===== src/rtl/tt_vpu_ovi_pkg.sv =====
// Shared types for the OVI issue controller: sb_id, per-id status, issue payload
// and completion record.
package tt_vpu_ovi_pkg;

    localparam int OVI_NUM_SBID = 32;
    localparam int OVI_SBID_W   = $clog2(OVI_NUM_SBID);

    typedef logic [OVI_SBID_W-1:0] sb_id_t;

    typedef enum logic [1:0] {
        SBID_FREE   = 2'd0,
        SBID_ISSUED = 2'd1,
        SBID_SENIOR = 2'd2
    } sbid_state_e;

    typedef struct packed {
        logic [31:0] inst;
        logic [63:0] scalar_opnd;
        logic [39:0] vcsr;
        logic        lmulb2;
    } issue_payload_t;

    typedef struct packed {
        sb_id_t      sb_id;
        logic [4:0]  fflags;
        logic [63:0] dest_reg;
        logic        vxsat;
        logic [13:0] vstart;
        logic        illegal;
    } completion_t;

endpackage


===== src/rtl/tt_vpu_ovi_issue_ctrl_sbid_alloc.sv =====
// sb_id status array with lowest-free allocation and alloc/commit/complete updates.
// The three update ports always target distinct ids since each requires a different current status.
module tt_vpu_ovi_sbid_alloc
    import tt_vpu_ovi_pkg::*;
#(
    parameter int NUM_SBID = OVI_NUM_SBID
) (
    input  logic   clk,
    input  logic   reset,
    input  logic   alloc_en,
    output logic   any_free,
    output sb_id_t free_sb_id,
    input  logic   cmt_en,
    input  logic   cmt_kill,
    input  sb_id_t cmt_sb_id,
    input  logic   cmpl_en,
    input  sb_id_t cmpl_sb_id,
    output logic   cmpl_legal
);

    sbid_state_e status_q [NUM_SBID];
    sbid_state_e status_d [NUM_SBID];

    // Scan from the top so the last hit is the lowest free index.
    always_comb begin
        any_free   = 1'b0;
        free_sb_id = '0;
        for (int i = NUM_SBID - 1; i >= 0; i--) begin
            if (status_q[i] == SBID_FREE) begin
                any_free   = 1'b1;
                free_sb_id = sb_id_t'(i);
            end
        end
    end

    assign cmpl_legal = cmpl_en && (status_q[cmpl_sb_id] == SBID_SENIOR);

    always_comb begin
        for (int i = 0; i < NUM_SBID; i++) begin
            status_d[i] = status_q[i];
        end
        if (alloc_en) begin
            status_d[free_sb_id] = SBID_ISSUED;
        end
        if (cmt_en) begin
            status_d[cmt_sb_id] = cmt_kill ? SBID_FREE : SBID_SENIOR;
        end
        if (cmpl_legal) begin
            status_d[cmpl_sb_id] = SBID_FREE;
        end
    end

    always_ff @(posedge clk) begin
        if (reset) begin
            for (int i = 0; i < NUM_SBID; i++) begin
                status_q[i] <= SBID_FREE;
            end
        end else begin
            for (int i = 0; i < NUM_SBID; i++) begin
                status_q[i] <= status_d[i];
            end
        end
    end

endmodule


===== src/rtl/tt_vpu_ovi_issue_ctrl.sv =====
// OVI core-side issue controller: credits, in-order dispatch FIFO, issue/dispatch/resp registers.
// TT_VPU_OVI_ISSUE_CHECK_EN adds the sticky proto_err output and its checks.
module tt_vpu_ovi_issue_ctrl
    import tt_vpu_ovi_pkg::*;
#(
    parameter int CREDITS  = 4,
    parameter int NUM_SBID = OVI_NUM_SBID
) (
    input  logic                  clk,
    input  logic                  reset,
    input  logic                  req_valid,
    output logic                  req_ready,
    input  logic [31:0]           req_inst,
    input  logic [63:0]           req_scalar_opnd,
    input  logic [39:0]           req_vcsr,
    input  logic                  req_vcsr_lmulb2,
    output logic [OVI_SBID_W-1:0] req_sb_id,
    input  logic                  cmt_valid,
    output logic                  cmt_ready,
    input  logic                  cmt_kill,
    output logic                  issue_valid,
    output logic [31:0]           issue_inst,
    output logic [OVI_SBID_W-1:0] issue_sb_id,
    output logic [63:0]           issue_scalar_opnd,
    output logic [39:0]           issue_vcsr,
    output logic                  issue_vcsr_lmulb2,
    input  logic                  issue_credit,
    output logic [OVI_SBID_W-1:0] dispatch_sb_id,
    output logic                  dispatch_next_senior,
    output logic                  dispatch_kill,
    input  logic                  completed_valid,
    input  logic [OVI_SBID_W-1:0] completed_sb_id,
    input  logic [4:0]            completed_fflags,
    input  logic [63:0]           completed_dest_reg,
    input  logic                  completed_vxsat,
    input  logic [13:0]           completed_vstart,
    input  logic                  completed_illegal,
    output logic                  resp_valid,
    output logic [OVI_SBID_W-1:0] resp_sb_id,
    output logic [4:0]            resp_fflags,
    output logic [63:0]           resp_dest_reg,
    output logic                  resp_vxsat,
    output logic [13:0]           resp_vstart,
    output logic                  resp_illegal
`ifdef TT_VPU_OVI_ISSUE_CHECK_EN
    ,
    output logic                  proto_err
`endif
);

    localparam int                CRED_W   = $clog2(CREDITS + 1);
    localparam int                PTR_W    = $clog2(NUM_SBID);
    localparam logic [CRED_W-1:0] CRED_MAX = CRED_W'(CREDITS);

    logic [CRED_W-1:0] credits_q, credits_d;
    sb_id_t            fifo_q [NUM_SBID];
    sb_id_t            fifo_d [NUM_SBID];
    logic [PTR_W-1:0]  wr_ptr_q, wr_ptr_d, rd_ptr_q, rd_ptr_d;
    logic [PTR_W:0]    count_q, count_d;

    logic              issue_valid_q, issue_valid_d;
    issue_payload_t    issue_pl_q, issue_pl_d;
    sb_id_t            issue_sb_id_q, issue_sb_id_d;
    sb_id_t            disp_sb_id_q, disp_sb_id_d;
    logic              disp_senior_q, disp_senior_d;
    logic              disp_kill_q, disp_kill_d;
    logic              resp_valid_q, resp_valid_d;
    completion_t       resp_q, resp_d;

    logic              any_free, accept, cmt_fire, cmpl_legal;
    sb_id_t            free_sb_id, head_sb_id;
    issue_payload_t    req_pl;
    completion_t       cmpl_in;

    tt_vpu_ovi_sbid_alloc #(.NUM_SBID(NUM_SBID)) u_sbid_alloc (
        .clk        (clk),
        .reset      (reset),
        .alloc_en   (accept),
        .any_free   (any_free),
        .free_sb_id (free_sb_id),
        .cmt_en     (cmt_fire),
        .cmt_kill   (cmt_kill),
        .cmt_sb_id  (head_sb_id),
        .cmpl_en    (completed_valid),
        .cmpl_sb_id (completed_sb_id),
        .cmpl_legal (cmpl_legal)
    );

    assign req_ready  = !reset && (credits_q != '0) && any_free;
    assign req_sb_id  = free_sb_id;
    assign accept     = req_valid && req_ready;
    assign cmt_ready  = !reset && (count_q != '0);
    assign cmt_fire   = cmt_valid && cmt_ready;
    assign head_sb_id = fifo_q[rd_ptr_q];

    always_comb begin
        req_pl             = '0;
        req_pl.inst        = req_inst;
        req_pl.scalar_opnd = req_scalar_opnd;
        req_pl.vcsr        = req_vcsr;
        req_pl.lmulb2      = req_vcsr_lmulb2;
        cmpl_in            = '0;
        cmpl_in.sb_id      = completed_sb_id;
        cmpl_in.fflags     = completed_fflags;
        cmpl_in.dest_reg   = completed_dest_reg;
        cmpl_in.vxsat      = completed_vxsat;
        cmpl_in.vstart     = completed_vstart;
        cmpl_in.illegal    = completed_illegal;
    end

    always_comb begin
        // A returned credit on a full counter saturates rather than wrapping.
        credits_d = credits_q;
        if (accept && !issue_credit) begin
            credits_d = credits_q - 1'b1;
        end else if (!accept && issue_credit && credits_q != CRED_MAX) begin
            credits_d = credits_q + 1'b1;
        end

        for (int i = 0; i < NUM_SBID; i++) begin
            fifo_d[i] = fifo_q[i];
        end
        wr_ptr_d = wr_ptr_q;
        rd_ptr_d = rd_ptr_q;
        count_d  = count_q;
        if (accept) begin
            fifo_d[wr_ptr_q] = free_sb_id;
            wr_ptr_d         = wr_ptr_q + 1'b1;
        end
        if (cmt_fire) begin
            rd_ptr_d = rd_ptr_q + 1'b1;
        end
        if (accept && !cmt_fire) begin
            count_d = count_q + 1'b1;
        end else if (!accept && cmt_fire) begin
            count_d = count_q - 1'b1;
        end

        issue_valid_d = accept;
        issue_pl_d    = accept ? req_pl : issue_pl_q;
        issue_sb_id_d = accept ? free_sb_id : issue_sb_id_q;
        disp_senior_d = cmt_fire && !cmt_kill;
        disp_kill_d   = cmt_fire && cmt_kill;
        disp_sb_id_d  = cmt_fire ? head_sb_id : disp_sb_id_q;
        resp_valid_d  = cmpl_legal;
        resp_d        = cmpl_legal ? cmpl_in : resp_q;
    end

    always_ff @(posedge clk) begin
        if (reset) begin
            credits_q     <= CRED_MAX;
            for (int i = 0; i < NUM_SBID; i++) begin
                fifo_q[i] <= '0;
            end
            wr_ptr_q      <= '0;
            rd_ptr_q      <= '0;
            count_q       <= '0;
            issue_valid_q <= 1'b0;
            issue_pl_q    <= '0;
            issue_sb_id_q <= '0;
            disp_sb_id_q  <= '0;
            disp_senior_q <= 1'b0;
            disp_kill_q   <= 1'b0;
            resp_valid_q  <= 1'b0;
            resp_q        <= '0;
        end else begin
            credits_q     <= credits_d;
            for (int i = 0; i < NUM_SBID; i++) begin
                fifo_q[i] <= fifo_d[i];
            end
            wr_ptr_q      <= wr_ptr_d;
            rd_ptr_q      <= rd_ptr_d;
            count_q       <= count_d;
            issue_valid_q <= issue_valid_d;
            issue_pl_q    <= issue_pl_d;
            issue_sb_id_q <= issue_sb_id_d;
            disp_sb_id_q  <= disp_sb_id_d;
            disp_senior_q <= disp_senior_d;
            disp_kill_q   <= disp_kill_d;
            resp_valid_q  <= resp_valid_d;
            resp_q        <= resp_d;
        end
    end

    assign issue_valid          = issue_valid_q;
    assign issue_inst           = issue_pl_q.inst;
    assign issue_sb_id          = issue_sb_id_q;
    assign issue_scalar_opnd    = issue_pl_q.scalar_opnd;
    assign issue_vcsr           = issue_pl_q.vcsr;
    assign issue_vcsr_lmulb2    = issue_pl_q.lmulb2;
    assign dispatch_sb_id       = disp_sb_id_q;
    assign dispatch_next_senior = disp_senior_q;
    assign dispatch_kill        = disp_kill_q;
    assign resp_valid           = resp_valid_q;
    assign resp_sb_id           = resp_q.sb_id;
    assign resp_fflags          = resp_q.fflags;
    assign resp_dest_reg        = resp_q.dest_reg;
    assign resp_vxsat           = resp_q.vxsat;
    assign resp_vstart          = resp_q.vstart;
    assign resp_illegal         = resp_q.illegal;

`ifdef TT_VPU_OVI_ISSUE_CHECK_EN
    logic       proto_err_q, proto_err_d;
    logic [9:0] wd_cnt_q, wd_cnt_d;
    logic       wd_expire;

    // Watchdog counts prior consecutive stalled-commit cycles; the 1024th trips it.
    always_comb begin
        wd_cnt_d  = '0;
        wd_expire = 1'b0;
        if (cmt_valid && count_q == '0) begin
            wd_expire = (wd_cnt_q == 10'h3ff);
            wd_cnt_d  = wd_expire ? wd_cnt_q : wd_cnt_q + 1'b1;
        end
        proto_err_d = proto_err_q
                    | (completed_valid && !cmpl_legal)
                    | (issue_credit && credits_q == CRED_MAX)
                    | wd_expire;
    end

    always_ff @(posedge clk) begin
        if (reset) begin
            proto_err_q <= 1'b0;
            wd_cnt_q    <= '0;
        end else begin
            proto_err_q <= proto_err_d;
            wd_cnt_q    <= wd_cnt_d;
        end
    end

    assign proto_err = proto_err_q;
`endif

endmodule


===== config.mk =====
export PLATFORM = sky130hd
export DESIGN_NAME = tt_vpu_ovi_issue_ctrl
export DESIGN_NICKNAME = d
export VERILOG_FILES = /design/src/rtl/tt_vpu_ovi_pkg.sv /design/src/rtl/tt_vpu_ovi_issue_ctrl_sbid_alloc.sv /design/src/rtl/tt_vpu_ovi_issue_ctrl.sv
export SDC_FILE = /design/constraint.sdc
export NUM_CORES = 1
export LEC_CHECK = 0
export CORE_MARGIN = 3
export CORE_UTILIZATION = 51
export CTS_CLUSTER_DIAMETER = 200
export DETAILED_ROUTE_END_ITERATION = 10
export PLACE_DENSITY = 0.92
export SLEW_MARGIN = 20
export SYNTH_ARGS = -nofsm -noshare
export SYNTH_HDL_FRONTEND = slang
export SYNTH_SLANG_ARGS = --single-unit

===== constraint.sdc =====
create_clock -name clk -period 4.5 [get_ports clk]
set_input_delay 0.9 -clock clk [delete_from_list [all_inputs] [get_ports clk]]
set_output_delay 0.9 -clock clk [all_outputs]
set_load 0.01 [all_outputs]

After elaboration in Yosys (flattened, before gate mapping):

Memory sizes are Yosys's and may differ from the RTL's. A register that Yosys moved wholly into a read port is not among the register bits.
Index checks and enable logic that the tools add are counted.

* register bits: 260
* output and inout port bits: 248
* latch bits: 0
* bits in read-only memories: 0
* memory bits (writable): 224
* memories: 2
* logic and storage cells: 321
* input port bits: 234

* eq/ne operators: 2
* reduce and logical (&&, ||, !) cells: 58
* $mul: 0
* $add $sub $neg: 6
* bitwise logic cells: 73
* divide/modulo/power cells: 0
* mux-type cells: 152
* shifts and indexed selects: 0
* $lt $le $gt $ge: 8

Memory list
* fifo_q: words 32, bits a word 5, rd ports 33, clocked after Yosys merged registers in 1, write ports 32, line tt_vpu_ovi_issue_ctrl.sv:56 `sb_id_t fifo_q [NUM_SBID];`
* u_sbid_alloc.status_q: words 32, bits a word 2, rd ports 33, clocked after Yosys merged registers in 0, write ports 32, line tt_vpu_ovi_issue_ctrl_sbid_alloc.sv:21 `sbid_state_e status_q [NUM_SBID];`

Operators by type and width (number)
* two-way mux 5 bit: 67
* two-way mux 64 bit: 3
* bitwise mux 160 bit: 1
* two-way mux 160 bit: 1
* two-way mux 2 bit: 36
* bitwise AND 64 bit: 1
* bitwise mux 64 bit: 1
* logical NOT 2 bit: 32
* inverter 64 bit: 1
* bitwise OR 1 bit: 64
* two-way mux 1 bit: 35
* bitwise AND 32 bit: 1
* inverter 32 bit: 1
* bitwise OR 32 bit: 1
* demux 2 bit (select 5 bit): 3
* demux 5 bit (select 5 bit): 1
* greater-or-equal comparator 6 bit (second input constant): 4
* < comparator 6 x 1 -> 1 bit (second input constant): 4
* inverter 5 -> 6 bit: 4
* logical AND 1 bit: 17
* two-way mux 6 bit: 2
* adder 5 x 1 -> 5 bit (second input constant): 2
* adder 6 x 1 -> 6 bit (second input constant): 1
* two-way mux 3 bit: 2
* 9 further kinds: 14

Longest topological paths before layout:

* depth in word-level cells: 46
* depth in mapped cells: 17
* gate-level depth less buffers: 14

Modules after synthesis:

From an unflattened synthesis, not the netlist that was laid out.

* cells, all modules: 2254
* area, all modules: 21343.0 µm²

By module, submodules not included
* tt_vpu_ovi_issue_ctrl: area each 17380.4 µm², cells an instance 1803, sequential area each 8508.2 µm², instances 1
* tt_vpu_ovi_sbid_alloc: area each 3962.6 µm², cells an instance 451, sequential area each 1281.2 µm², instances 1

Worst setup path before layout:

OpenSTA, ideal clock, no wires.

* path type: input -> register
* start: input reset
* end: register count_q[5]
* data arrival time: 3.944 ns
* setup time: 0.070 ns
* path slack: 0.486 ns
* cell stages on the path: 17
* required time: 4.430 ns
* path buffers: 3
* cell sequence: inv_1 > nand3_1 > a41o_1 > clkbuf_1 > inv_2 > clkbuf_1 > clkbuf_1 > ha_1 > inv_1 > ha_1 > a21o_1 > a21oi_1 > o21bai_1 > a21oi_1 > xnor2_1 > or3_1 > a21oi_1

* longest elaborated chain between the ends: 7
* elaborated cells between the ends (all ways): 12
* classes of those cells: 1 x mux; 11 x reduce/logical

RTL lines
* start: declaration: line tt_vpu_ovi_issue_ctrl.sv:10 `input logic reset,`
* logical NOT 1 bit *: line tt_vpu_ovi_issue_ctrl.sv:89 `assign req_ready = !reset && (credits_q != '0) && any_free;`
* logical AND 1 bit * (2 in a row): line tt_vpu_ovi_issue_ctrl.sv:89
* logical AND 1 bit *: line tt_vpu_ovi_issue_ctrl.sv:91 `assign accept = req_valid && req_ready;`
* net accept: line tt_vpu_ovi_issue_ctrl.sv:70 `logic any_free, accept, cmt_fire, cmpl_legal;`
* logical NOT 1 bit: line tt_vpu_ovi_issue_ctrl.sv:135 `end else if (!accept && cmt_fire) begin`
* logical AND 1 bit: line tt_vpu_ovi_issue_ctrl.sv:135
* nonzero test 2 bit (no source line)
* end signal: assignment: line tt_vpu_ovi_issue_ctrl.sv:173 `count_q <= count_d;`
* end: declaration: line tt_vpu_ovi_issue_ctrl.sv:59 `logic [PTR_W:0] count_q, count_d;`

Mark *: on every way through the listed nets, which the timed path passes. The rest lies on a longest branch.
A chain may end at the register's enable or synchronous reset.

==> results.cfg <==
[routing]
post_drt_wl_per_cell_um = 22.9
drt-initial-drc-count = 2688
vias = 20900
met1_length_um = 28200
via_per_inst = 6.17
routed-wl-met3_um = 7660
drc_errors = 0
highest_layer = met5
first_pass_iters = 8
drt-total-wl_um = 77700
wl_met2_um = 37800
antenna_left = 0

[power_and_ir_drop]
switchingPower_mw = 2.72
clkPwrFrac = 0.428
ir_drop_v = 0.000327
pwr_density_cell_nw_per_um2 = 374
power_frac_seq = 0.435
p_sw_frac = 0.259
p_leak_nw = 10.3
internal_power_mw = 7.77
pwr-share-comb = 0.137

[logic_synthesis]
ys_seq_area_frac = 0.465
synth-edff-count = 0
synth_area_per_cell_um2 = 8.67
yosysUniqueCellTypes = 78
synthesis.area_um2 = 21000
synth_top_flop_cell = dfxtp_1
yosys_register_bits = 489
syn_inst = 2427
synth_nets = 2673
ys_async_sr_fraction = 0
yosys_warnings = 0

[sta]
period_needed_ns = 4.11
hold_viol = 0
finalSetupTns_ns = 0
tightest_slew_ns = 1.12
setup_viol = 0
fin_worst_skew_ns = 0.0157
fin_ws_ns = 0.388
drv_slew = 0
rsz0062_at_grt = no
fin_crit_sh = 0.914
max_slew_margin = 0.255
max_freq_mhz = 243

[clock_tree]
clk_latency_ns = 0.61
hold_buffers = 0
cts_max_level = 2
numCtsBuffers = 51
postCtsSetupBuffers = 0
clock_tree.buffer_depth = 3
cts-root-buf = clkbuf_16
cts_num_sinks = 489
path_clk_slew_ns = 0.07
cts_resized = 0
cts_tree = built

[floorplanning]
fp.coreArea_um2 = 40300
initial_utilization = 0.522
io_pins = 482
dieHeight_um = 209
design.die.area_um2 = 43700
rows = 73
die_w_um = 209

[final_layout]
nFillCells = 2757
drive_gt1_frac = 0.0804
area_growth_pct = 33.2
largest_register_ff_count = 160
nets = 3058
fin_util = 0.696
top_register = fifo_q
fin_cells = 3388

[global_routing]
antenna_found_initial = 13
grt_pass1_wl_um = 118000
grt_usage = 0.337
grt_pass1_vias = 20400
gr-total-overflow = 0
grt_max_degree = 106

[worst_setup_path]
cp_data_arrival_time_ns = 3.21
worstSetupEndpointType = output port
cp.required_ns = 3.60
crit_fanout = 4
start_kind = flop
critical_path_class = flop to output port

[run]
maxCapViolations = 0

[placement]
dpl.hpwl_um = 53800
place.gp.congestion = 1.01
dp_cells = 3284
port_buffers = 481
pre_cts_ws_ns = 0.571

[worst_hold_path]
hold_path.class = flop to flop

[run_status]
status = finished, final reports clean
synth_stat cells (5+ instances only):
cell type | number | area [um2]
a41oi_1 | 16 | 140
nor2_1 | 317 | 1190
mux2i_1 | 131 | 1310
a41o_1 | 11 | 110
nand2b_1 | 11 | 68.8
a211oi_1 | 14 | 105
o22a_1 | 6 | 52.6
and3_1 | 7 | 43.8
buf_6 | 5 | 56.3
dfxtp_1 | 489 | 9790
clkbuf_1 | 170 | 638
o22ai_1 | 26 | 163
o211ai_1 | 7 | 52.6
buf_2 | 10 | 50.1
nor3b_1 | 19 | 143
buf_1 | 12 | 45.0
o21ai_0 | 104 | 521
nand3_1 | 137 | 686
a31oi_1 | 29 | 181
o221a_1 | 5 | 56.3
nand2_1 | 310 | 1160
and2_1 | 5 | 31.3
nor4_1 | 11 | 68.8
mux2_2 | 11 | 124
ha_1 | 10 | 125
o32a_1 | 5 | 50.1
nand4_1 | 6 | 37.5
mux4_2 | 51 | 1150
inv_1 | 20 | 75.1
nor3_1 | 32 | 160
a21oi_1 | 321 | 1610
a2111oi_0 | 5 | 43.8
o221a_2 | 8 | 90.1
or3_1 | 8 | 50.1
nor2b_1 | 10 | 62.6
xor2_1 | 8 | 70.1
per-stage QoR:
| stage | area [um2] | total power, mW | hold slack [ns] |
|---|---|---|---|
| after floorplan | 21000 | 5.41 | 0.436 |
| after global placement | 26200 | 6.01 | 0.441 |
| after detailed placement | 26200 | 6.05 | 0.447 |
| after CTS | 28000 | 10.5 | 0.457 |
| after global routing | 28000 | 10.8 | 0.474 |
| final | 28000 | 10.5 | 0.454 |
worst paths after layout:
kind / from / to / slack (ns) / cells past startpoint
hold / removal: issue_sb_id[0] / issue_sb_id[0] / 0.45 / 2
setup / recovery: u_sbid_alloc.status_q[13][0] / req_sb_id[2] / 0.39 / 6
setup reg to reg: u_sbid_alloc.status_q[13][0] / u_sbid_alloc.status_q[30][0] / 0.79 / 8
hold reg to reg: issue_sb_id[0] / issue_sb_id[0] / 0.45 / 2
worst max-delay path, cell delays in order (launching register included):
cell and delay, ns:
dfxtp_1 0.34, o22ai_1 0.42, a211oi_1 0.15, a2111oi_0 0.92
o31ai_4 0.16, inv_1 0.09, clkdlybuf4s50_1 0.53
cell type report:
cell class / count / area (um2) / share of cell area
Antenna cell: 13 / 32.5 / 0.00116
Tap cell: 525 / 657 / 0.0234
Clock inverter: 18 / 294 / 0.0105
Sequential cell: 489 / 9790 / 0.349
Clock buffer: 73 / 1470 / 0.0524
Timing Repair Buffer: 532 / 5290 / 0.189
Inverter: 24 / 95.1 / 0.00339
Multi-Input combinational cell: 1714 / 10400 / 0.371
cell usage in the layout (no fill, tap or decap), types with 32 or more instances in the layout:
cell,netlist,routed
dfxtp_1,489,487
nand2_1,310,310
a21oi_1,321,320
mux2i_1,131,131
clkbuf_16,0,51
mux4_2,51,51
nor2_1,317,316
clkdlybuf4s50_1,0,480
nor3_1,32,32
nand3_1,137,137
buf_4,2,44
o21ai_0,104,104
power by group through the flow:
stage	combinational, mW	clock, mW	sequential [mW]
6_report	1.44	4.49	4.56
5_1_grt	1.52	4.66	4.58
4_1_cts	1.42	4.50	4.56
3_5_place_dp	1.40	0	4.66
3_3_place_gp	1.37	0	4.65
2_1_floorplan	0.781	0	4.63
routing by layer:
metal | up-vias | global-route usage
met4 | 2 | 0.174
met2 | 1342 | 0.572
met3 | 275 | 0.0764
li1 | 9360 | -
met5 | - | 0
met1 | 9914 | 0.401
cell families after synthesis:
| family | count (synthesis) | synth area share |
|---|---|---|
| simple gates | 891 | 0.184 |
| compound gates | 605 | 0.171 |
| flops | 489 | 0.465 |
| buf+inv | 224 | 0.0432 |
| mux | 194 | 0.124 |
| xor+xnor | 12 | 0.00500 |
| fa+ha+maj | 12 | 0.00785 |
Power figures use the tool's default switching activity.
